<file path="config.mk">
export PLATFORM = sky130hd
export DESIGN_NAME = time_counter_flat
export DESIGN_NICKNAME = d
export VERILOG_FILES = /design/src/rtl/time_counter_if.sv /design/src/rtl/time_counter.sv /design/src/flat_wrapper.sv
export SDC_FILE = /design/constraint.sdc
export NUM_CORES = 1
export LEC_CHECK = 0
export ABC_CLOCK_PERIOD_IN_PS = 1800
export CAP_MARGIN = 20
export CORE_MARGIN = 2
export CORE_UTILIZATION = 50
export CTS_BUF_LIST = sky130_fd_sc_hd__clkbuf_8
export CTS_CLUSTER_DIAMETER = 100
export DETAILED_ROUTE_END_ITERATION = 8
export PLACE_DENSITY = 0.78
export SYNTH_ARGS = -nofsm -noshare
export SYNTH_HDL_FRONTEND = slang
export SYNTH_SLANG_ARGS = --single-unit
</file>
<file path="constraint.sdc">
create_clock -name clk_100MHz_i -period 1.8 [get_ports clk_100MHz_i]
set_input_delay 0.45 -clock clk_100MHz_i [delete_from_list [all_inputs] [get_ports clk_100MHz_i]]
set_output_delay 0.45 -clock clk_100MHz_i [all_outputs]
set_load 0.01 [all_outputs]
</file>
<file path="src/rtl/time_counter_if.sv">
// Control and time-of-day signals shared between the timekeeper and the watch UI.
// The slave side is the timekeeper; the master side drives enable/load and reads time.
interface time_counter_if;
    logic       count_enable_i;
    logic       load_time_i;
    logic [5:0] load_seconds_i;
    logic [5:0] load_minutes_i;
    logic [4:0] load_hours_i;
    logic [5:0] seconds_o;
    logic [5:0] minutes_o;
    logic [4:0] hours_o;
    logic       tick_1hz_o;
    logic       day_wrap_o;

    modport slave (
        input  count_enable_i,
        input  load_time_i,
        input  load_seconds_i,
        input  load_minutes_i,
        input  load_hours_i,
        output seconds_o,
        output minutes_o,
        output hours_o,
        output tick_1hz_o,
        output day_wrap_o
    );

    modport master (
        output count_enable_i,
        output load_time_i,
        output load_seconds_i,
        output load_minutes_i,
        output load_hours_i,
        input  seconds_o,
        input  minutes_o,
        input  hours_o,
        input  tick_1hz_o,
        input  day_wrap_o
    );
endinterface

</file>
<file path="src/rtl/time_counter.sv">
// HH:MM:SS timekeeper with a 1 Hz prescaler off the system clock, a load port that
// presets time, and single-cycle pulses for each second and each day rollover.
module time_counter #(
    parameter int CLK_FREQ_HZ = 100_000_000
) (
    input  logic            clk_100MHz_i,
    input  logic            reset_n_i,
    time_counter_if.slave   bus
);
    localparam int PRE_W = (CLK_FREQ_HZ > 1) ? $clog2(CLK_FREQ_HZ) : 1;
    localparam logic [PRE_W-1:0] PRE_TC = PRE_W'(CLK_FREQ_HZ - 1);

    logic [PRE_W-1:0] prescaler;
    logic [5:0]       seconds;
    logic [5:0]       minutes;
    logic [4:0]       hours;
    logic             tick_1hz;
    logic             day_wrap;

    logic             tick;
    logic             sec_carry;
    logic             min_carry;
    logic             hr_carry;
    logic [5:0]       sec_next;
    logic [5:0]       min_next;
    logic [4:0]       hr_next;
    logic [5:0]       sec_load;
    logic [5:0]       min_load;
    logic [4:0]       hr_load;

    assign tick = bus.count_enable_i && (prescaler == PRE_TC);

    always_comb begin
        sec_carry = (seconds == 6'd59);
        min_carry = sec_carry && (minutes == 6'd59);
        hr_carry  = min_carry && (hours == 5'd23);

        sec_next = sec_carry ? 6'd0 : seconds + 6'd1;
        min_next = minutes;
        hr_next  = hours;
        if (sec_carry) begin
            min_next = (minutes == 6'd59) ? 6'd0 : minutes + 6'd1;
        end
        if (min_carry) begin
            hr_next = (hours == 5'd23) ? 5'd0 : hours + 5'd1;
        end
    end

    // Each field is sanitised on its own so one bad field does not discard the others.
    always_comb begin
        sec_load = (bus.load_seconds_i > 6'd59) ? 6'd0 : bus.load_seconds_i;
        min_load = (bus.load_minutes_i > 6'd59) ? 6'd0 : bus.load_minutes_i;
        hr_load  = (bus.load_hours_i   > 5'd23) ? 5'd0 : bus.load_hours_i;
    end

    always_ff @(posedge clk_100MHz_i or negedge reset_n_i) begin
        if (!reset_n_i) begin
            prescaler <= '0;
        end else if (bus.load_time_i || !bus.count_enable_i || tick) begin
            prescaler <= '0;
        end else begin
            prescaler <= prescaler + PRE_W'(1);
        end
    end

    // Load wins over a coincident tick; that tick is simply lost.
    always_ff @(posedge clk_100MHz_i or negedge reset_n_i) begin
        if (!reset_n_i) begin
            seconds  <= 6'd0;
            minutes  <= 6'd0;
            hours    <= 5'd0;
            tick_1hz <= 1'b0;
            day_wrap <= 1'b0;
        end else begin
            tick_1hz <= 1'b0;
            day_wrap <= 1'b0;
            if (bus.load_time_i) begin
                seconds <= sec_load;
                minutes <= min_load;
                hours   <= hr_load;
            end else if (tick) begin
                seconds  <= sec_next;
                minutes  <= min_next;
                hours    <= hr_next;
                tick_1hz <= 1'b1;
                day_wrap <= hr_carry;
            end
        end
    end

    assign bus.seconds_o  = seconds;
    assign bus.minutes_o  = minutes;
    assign bus.hours_o    = hours;
    assign bus.tick_1hz_o = tick_1hz;
    assign bus.day_wrap_o = day_wrap;
endmodule

</file>
<file path="src/flat_wrapper.sv">
// flat-port wrapper written by rule: the top's interface ports become plain ports
module time_counter_flat 
#(
    parameter int CLK_FREQ_HZ = 100_000_000
)
  (clk_100MHz_i, reset_n_i, bus_count_enable_i, bus_load_time_i, bus_load_seconds_i, bus_load_minutes_i, bus_load_hours_i, bus_seconds_o, bus_minutes_o, bus_hours_o, bus_tick_1hz_o, bus_day_wrap_o);
  time_counter_if bus_i ();
  input  logic clk_100MHz_i;
  input  logic reset_n_i;
  input wire logic [$bits(bus_i.count_enable_i)-1:0] bus_count_enable_i;
  input wire logic [$bits(bus_i.load_time_i)-1:0] bus_load_time_i;
  input wire logic [$bits(bus_i.load_seconds_i)-1:0] bus_load_seconds_i;
  input wire logic [$bits(bus_i.load_minutes_i)-1:0] bus_load_minutes_i;
  input wire logic [$bits(bus_i.load_hours_i)-1:0] bus_load_hours_i;
  output wire logic [$bits(bus_i.seconds_o)-1:0] bus_seconds_o;
  output wire logic [$bits(bus_i.minutes_o)-1:0] bus_minutes_o;
  output wire logic [$bits(bus_i.hours_o)-1:0] bus_hours_o;
  output wire logic [$bits(bus_i.tick_1hz_o)-1:0] bus_tick_1hz_o;
  output wire logic [$bits(bus_i.day_wrap_o)-1:0] bus_day_wrap_o;
  assign bus_i.count_enable_i = bus_count_enable_i;
  assign bus_i.load_time_i = bus_load_time_i;
  assign bus_i.load_seconds_i = bus_load_seconds_i;
  assign bus_i.load_minutes_i = bus_load_minutes_i;
  assign bus_i.load_hours_i = bus_load_hours_i;
  assign bus_seconds_o = bus_i.seconds_o;
  assign bus_minutes_o = bus_i.minutes_o;
  assign bus_hours_o = bus_i.hours_o;
  assign bus_tick_1hz_o = bus_i.tick_1hz_o;
  assign bus_day_wrap_o = bus_i.day_wrap_o;
  time_counter #(.CLK_FREQ_HZ(CLK_FREQ_HZ)) u_core (.clk_100MHz_i(clk_100MHz_i), .reset_n_i(reset_n_i), .bus(bus_i));
endmodule
</file>
==> reports/summary.txt, run 1 <==
Layout cells sized above 1 = 29.4%
Pre-Repair DR Iteration Count = 5
Core region area = 5070 sq um
Final net count = 409
Fill cells = 348
Hold Crit Class = input pin to asynchronous set/reset pin
Die X = 76.2 um
Critical path class = register to register
Post-synth ARST share = 100%
Max Cap Viol = 0
Outcome = finished with violations
H-tree depth = 2
Wire per inst = 17.4 um
CP required = 1960 ps
TritonCTS buffer count = 5
Placed Instances = 442
Area delta synth->final = 47.0%
Syn avg cell area = 9.42 sq um
Failing checks = negative setup slack
Detailed Place HPWL = 5.29 mm
Number of port buffers = 39
Initial antenna violation count = 0
Iter 0 DRT Violations = 306
CTS tree = built
Critical path arrival = 2080 ps
Die ar. = 5810 sq um
Pwr Density = 581 nW/um^2
Antenna fix cells = 0
Normalized max-slew margin = 72.6%
Worst-margin pin slew = 409 ps
Static leakage = 1.74 nW
First-pass GRT wire length = 12.6 mm
Mean number of vias per cell = 5.89
Number of global-route vias before repair = 2,623
Via count = 2,678
RR Startpoint = u_core.prescaler[17]$_DFF_PN0_
GRT Overall Usage = 26.6%
Worst-path clk slew = 100 ps
CP startpoint kind = register
Max-slew violations = 0
Final Setup Violations = 15
Rows = 26
Setup crit start = u_core.prescaler[17]$_DFF_PN0_
Final std cells w/o fill = 455
RSZ-0062 raised after global routing = true
YS warnings = 0
Synth Instances = 277
Area of the multi-input gates = 1470 sq um
Clock tree buffer depth = 2
Seq/Total Area, Yosys = 44.1%
Initial Util = 51.4%
Synthesized cell area = 2610 sq um
Critical path fanouts, max = 5
Crit path time final = 1920 ps
Final hold viol count = 0
Final worst slack = -115 ps
Fin crit share = 106%
Clk_skew = 18.5 ps
Final ANT Viol Nets = 0
RePlAce Congestion = 0.917
Largest net degree at the start of global routing = 47
Clock sinks = 46
Hold buffer count at CTS = 0
EDFF count, synth = 0
Residual DRC count = 0
Register area = 1160 sq um
VDD IR-drop max = 0.410 mV
Top Ports = 40
Clock root cell = clkbuf_8
Drt total wl = 7.94 mm
Final hold slack = 111 ps
Element type at the critical path end = register
Post-Syn Nets = 302
Distinct cells, synth = 45
Dominant synthesized flop cell = dfrtp_1
Dpl ws = -509 ps
F_max = 0.522 GHz
Util after Layout = 75.6%
Synthesized flop and latch total = 46
Congestion Overflow GR = 0
Worst skew pair latency = 300 ps
Die H = 76.2 um
[worst paths after layout]
path	slack [ps]	endpoint	depth (start not counted)
max in group asynchronous	1450	u_core.prescaler[17]$_DFF_PN0_	2
hold reg to reg	550	u_core.prescaler[23]$_DFF_PN0_	2
min in group clk_100MHz_i	550	u_core.prescaler[23]$_DFF_PN0_	2
setup / recovery	-120	u_core.bus.day_wrap_o$_DFF_PN0_	5
setup reg to reg	-120	u_core.bus.day_wrap_o$_DFF_PN0_	5
hold / removal	110	u_core.bus.hours_o[3]$_DFFE_PN0P_	2
[power breakdown]
part	leakage, nW	total, mW	switching (mW)	internal (mW)
clock	0.0472	0.674	0.365	0.309
sequential	0.607	1.12	0.0450	1.07
combinational	1.09	0.435	0.204	0.231
total	1.74	2.23	0.614	1.61
[metrics by stage]
step / total power [mW] / setup TNS (ps) / instance area (sq um)
3_5_place_dp: 1.55 / -17790 / 3590
6_report: 2.23 / -600 / 3830
4_1_cts: 2.21 / -253 / 3730
3_3_place_gp: 1.54 / -16180 / 3590
5_1_grt: 2.31 / -2700 / 3830
2_1_floorplan: 1.28 / -1780 / 2650
[flip-flops by register name (all words and copies together) (netlist names)]
| register | count |
|---|---|
| u_core.prescaler | 27 |
| u_core.bus.minutes_o | 6 |
| u_core.bus.seconds_o | 6 |
| u_core.bus.tick_1hz_o | 1 |
| u_core.bus.day_wrap_o | 1 |
| u_core.bus.hours_o | 5 |
[logic make-up (layout without fill, tap and decap cells)]
family,after synthesis,count (layout),share of synthesized area [%]
AND/OR/NAND/NOR,138,138,29.7
flip-flops,46,46,44.1
AO/OA/AOI/OAI,39,39,10.0
XOR/XNOR,26,26,8.73
buffers and inverters,18,126,3.12
multiplexers,6,6,2.40
adder cells (fa/ha/maj),4,4,1.92
[cell usage after synthesis (all sizes together) (5+ instances only)]
| master | n | area, sq um |
|---|---|---|
| and3 | 8 | 50.1 |
| xor2 | 20 | 175 |
| xnor2 | 6 | 52.6 |
| nor2 | 37 | 139 |
| nand2 | 24 | 90.1 |
| o21ai | 10 | 50.1 |
| nand3 | 22 | 110 |
| nor4 | 9 | 77.6 |
| a21oi | 11 | 55.1 |
| nor3 | 5 | 25.0 |
| clkbuf | 9 | 33.8 |
| dfrtp | 46 | 1150 |
| inv | 5 | 18.8 |
| and4 | 6 | 52.6 |
| nand4 | 11 | 83.8 |
| and2 | 5 | 31.3 |
[area by class of cell]
cell class	count	share of cell area, %
clock buffer	6	2.15
multi-input combinational	213	38.4
inverter	5	0.489
timing repair buffer	113	26.2
clock inverter	2	0.326
tap	70	2.28
sequential	46	30.1
[worst max-delay path, cell delays in order, from the launching register on]
cell and delay (ps):
dfrtp_2 440, nor4_4 350, nand4_4 160, or2_4 320
buf_6 130, nor4_1 380
[per-layer routing]
layer | vias up | track usage [%] | part of all wire (%)
met5 | - | 0 | 0
met3 | 32 | 5.09 | 7.0
met4 | 0 | 8.55 | 2.6
met2 | 150 | 47.0 | 51
met1 | 1276 | 32.9 | 40
li1 | 1220 | - | -
[layout by cell type, fill, tap and decap left out, types with 4 or more instances in the layout]
cell             count
buf_4               67
dfrtp_1             42
nor2_1              34
clkdlybuf4s50_1     29
nand2_1             23
nand3_1             21
xor2_1              20
nand4_1             10
a21oi_1             10
o21ai_0              9
and3_1               7
and4_1               6
xnor2_1              6
clkbuf_8             6
inv_1                5
dlymetal6s2s_1       5
nor3_1               4
mux2i_1              4
buf_6                4
dlygate4sd2_1        4
dfrtp_2              4
[timing repair]
| action | in CTS | in global routing |
|---|---|---|
| endpoints found under the setup margin | 48 | 53 |
| hold endpoints to repair | 0 | 0 |
| gates resized for setup | 17 | 16 |
| buffers inserted | 0 | 3 |
| pin swaps | 6 | 7 |
| cloned | 0 | 2 |
No activity file was read; power rests on OpenSTA's default activity.
==> inputs of run 2 (changes only) <==
--- a/config.mk
+++ b/config.mk
@@ -6,13 +6,13 @@
 export NUM_CORES = 1
 export LEC_CHECK = 0
 export ABC_CLOCK_PERIOD_IN_PS = 1800
-export CAP_MARGIN = 20
+export CAP_MARGIN = 40
+export CORE_ASPECT_RATIO = 1.1
 export CORE_MARGIN = 2
-export CORE_UTILIZATION = 50
+export CORE_UTILIZATION = 37
 export CTS_BUF_LIST = sky130_fd_sc_hd__clkbuf_8
 export CTS_CLUSTER_DIAMETER = 100
 export DETAILED_ROUTE_END_ITERATION = 8
-export PLACE_DENSITY = 0.78
 export SYNTH_ARGS = -nofsm -noshare
 export SYNTH_HDL_FRONTEND = slang
 export SYNTH_SLANG_ARGS = --single-unit
==> run 2 against run 1 <==
Effect of this change: the run still ends with negative setup slack left; via count decreased by 5.5%; fmax increased by 1.9%; flip-flop and latch count did not move; setup slack improved by 35 ps; die area up 33%; register-to-register slack gained 40 ps; combinational power increased by 4%; sequential share of layout area decreased by 1.6 points; utilization fell by 17 points; critical path type unchanged; critical endpoint is now u_core.bus.hours_o[4]$_DFFE_PN0P_; largest cell class unchanged.
==> reports/summary.txt, run 2 (synthesis gave the netlist of run 1 again) <==
Outcome = finished with violations
Failing checks = negative setup slack
Clock share of power = 32.3% (+2.1 points)
DP Area = 3620 sq um (+0.94%)
Top Ports = 40 (unchanged)
Worst-path clk slew = 90 ps (about the same)
Worst skew pair latency = 300 ps (about the same)
Number of global-route vias before repair = 2,550 (-2.8%)
Tot Pwr = 2.31 mW (+3.7%)
Hold buffer count at CTS = 0 (unchanged)
Final net count = 419 (+2.4%)
Final worst slack = -80.3 ps (+35.1 ps)
H-tree depth = 2 (unchanged)
Residual DRC count = 0 (unchanged)
Die H = 92.1 um (+21%)
Pwr Density = 571 nW/um^2 (-1.7%)
FF-to-FF End = u_core.bus.hours_o[4]$_DFFE_PN0P_
Iter 0 DRT Violations = 89 (-71%)
Pre-Repair DR Iteration Count = 4 (-1)
Max-slew violations = 0 (unchanged)
Final hold viol count = 0 (unchanged)
Largest net degree at the start of global routing = 31 (-34%)
VDD IR-drop max = 0.376 mV (-8.4%)
TritonCTS buffer count = 5 (unchanged)
Antenna fix cells = 0 (unchanged)
Mean number of vias per cell = 5.27 (-10%)
Normalized max-slew margin = 70.1% (-2.6 points)
Crit path time final = 1880 ps (-35.1 ps)
Final std cells w/o fill = 480 (+5.5%)
Switching Share = 25.8% (-1.7 points)
Fin crit share = 104% (-1.9 points)
RSZ-0062 raised after global routing = true
Wire per inst = 15.5 um (-11%)
CP required = 2050 ps (+90 ps)
Number of port buffers = 39 (unchanged)
Rows = 32 (+23%)
Critical path arrival = 2130 ps (+50 ps)
GRT Overall Usage = 19.2% (-7.4 points)
Sequential share of power = 48.0% (-2.2 points)
Register bank with the most flops = u_core.prescaler
CP startpoint kind = register
Die X = 84.1 um (+10%)
Critical path class = register to register
Final Setup Violations = 6 (-9)
CTS tree = built
Static leakage = 1.87 nW (+7.4%)
Clock root cell = clkbuf_8
Critical path fanouts, max = 3 (-2)
Util after Layout = 58.4% (-17 points)
Via count = 2,530 (-5.5%)
First-pass GRT wire length = 11.9 mm (-5.2%)
Internal = 1.71 mW (+6.1%)
Clk_skew = 11.5 ps (-6.97 ps)
Area delta synth->final = 55.0%
Largest register FFs = 27 (unchanged)
Initial antenna violation count = 0 (unchanged)
F_max = 0.532 GHz (+1.9%)
Detailed Place HPWL = 5.34 mm (+0.97%)
Clock sinks = 46 (unchanged)
Final hold slack = 76.2 ps (-34.5 ps)
Final ANT Viol Nets = 0 (unchanged)
RePlAce Congestion = 0.900 (-1.9%)
Congestion Overflow GR = 0 (unchanged)
Die ar. = 7740 sq um (+33%)
Hold Crit Class = input pin to asynchronous set/reset pin
Layout cells sized above 1 = 32.4% (+3.1 points)
Logic pwr share = 19.7% (+0.2 points)
Initial Util = 37.7% (-14 points)
Most frequent cells in the layout = buf_4 (74), dfrtp_1 (43), nor2_1 (34)
Dpl ws = -554 ps (-44.5 ps)
Reg2reg path depth = 7 (+2)
Sum Neg Setup Slack = -312 ps (+288 ps)
Worst-margin pin slew = 449 ps (+39.9 ps)
Commonest non-fill, non-tap cell in the layout = buf_4
Clock tree buffer depth = 2 (unchanged)
Post-layout instance area = 4040 sq um (+5.4%)
RR Startpoint = u_core.bus.seconds_o[1]$_DFFE_PN0P_
Drt total wl = 7.43 mm (-6.4%)
Setup slack, reg-to-reg = -80 ps (+40 ps)
Element type at the critical path end = register
Core region area = 6930 sq um (+36%)
Psw = 0.597 mW (-2.7%)
Placed Instances = 459 (+3.8%)
Max Cap Viol = 0 (unchanged)
==> run 2: cell count changes in the layout (fill, tap and decap cells not counted), moves of 2 or more <==
cell | previous run | this run
dlymetal6s2s_1 | 5 | 7
buf_4 | 67 | 74
clkbuf_8 | 6 | 8
o21ai_1 | 1 | 7
buf_6 | 4 | 6
o21ai_0 | 9 | 3
==> run 2: power by group through the flow <==
stage	sequential, mW	combinational, mW	clock (mW)
2_1_floorplan	1.15	0.128	0
4_1_cts	1.11	0.414	0.768
6_report	1.11	0.454	0.747
5_1_grt	1.12	0.492	0.822
3_5_place_dp	1.13	0.407	0
3_3_place_gp	1.13	0.403	0
==> run 2: repair_timing <==
item / CTS / global route
setup buffers: 4 / 9
pin swaps: 15 / 19
endpoints found under the setup margin: 48 / 54
cloned: 0 / 2
resized for setup: 26 / 29
==> run 2: final cells by class <==
class | instances | area [sq um]
clock buffer | 8 | 110
fill | 603 | 2880
timing repair buffer | 123 | 1110
inverter | 5 | 18.8
sequential | 46 | 1150
tap | 85 | 106
multi-input combinational | 213 | 1540
==> run 2: how the worst max path moves through the flow <==
stage,start,to,slack [ps],cells past startpoint
finish,u_core.bus.seconds_o[1]$_DFFE_PN0P_,u_core.bus.hours_o[4]$_DFFE_PN0P_,-80,7
floorplan,u_core.prescaler[17]$_DFF_PN0_,u_core.bus.hours_o[4]$_DFFE_PN0P_,-110,6
detailed placement,bus_count_enable_i,u_core.bus.hours_o[4]$_DFFE_PN0P_,-550,6
global placement,bus_count_enable_i,u_core.bus.hours_o[4]$_DFFE_PN0P_,-480,6
global route,u_core.bus.seconds_o[1]$_DFFE_PN0P_,u_core.bus.hours_o[0]$_DFFE_PN0P_,-220,6
CTS,u_core.bus.seconds_o[0]$_DFFE_PN0P_,u_core.bus.hours_o[2]$_DFFE_PN0P_,-110,8
==> run 2: layer usage <==
layer  track usage [%]  share of wire (%)  up-vias
li1                  -                  -     1238
met1              24.6                 46     1225
met2              32.2                 49       54
met3              3.51                3.6       13
met4              7.26                1.9        0
met5                 0                  0        -
==> run 2: worst max-delay path, cell delays in order (launching register included) <==
cell	delay [ps]
dfrtp_1	370
ha_2	190
and4b_2	260
nand4_1	220
nor4_4	290
buf_4	160
and4bb_2	210
o31a_1	130
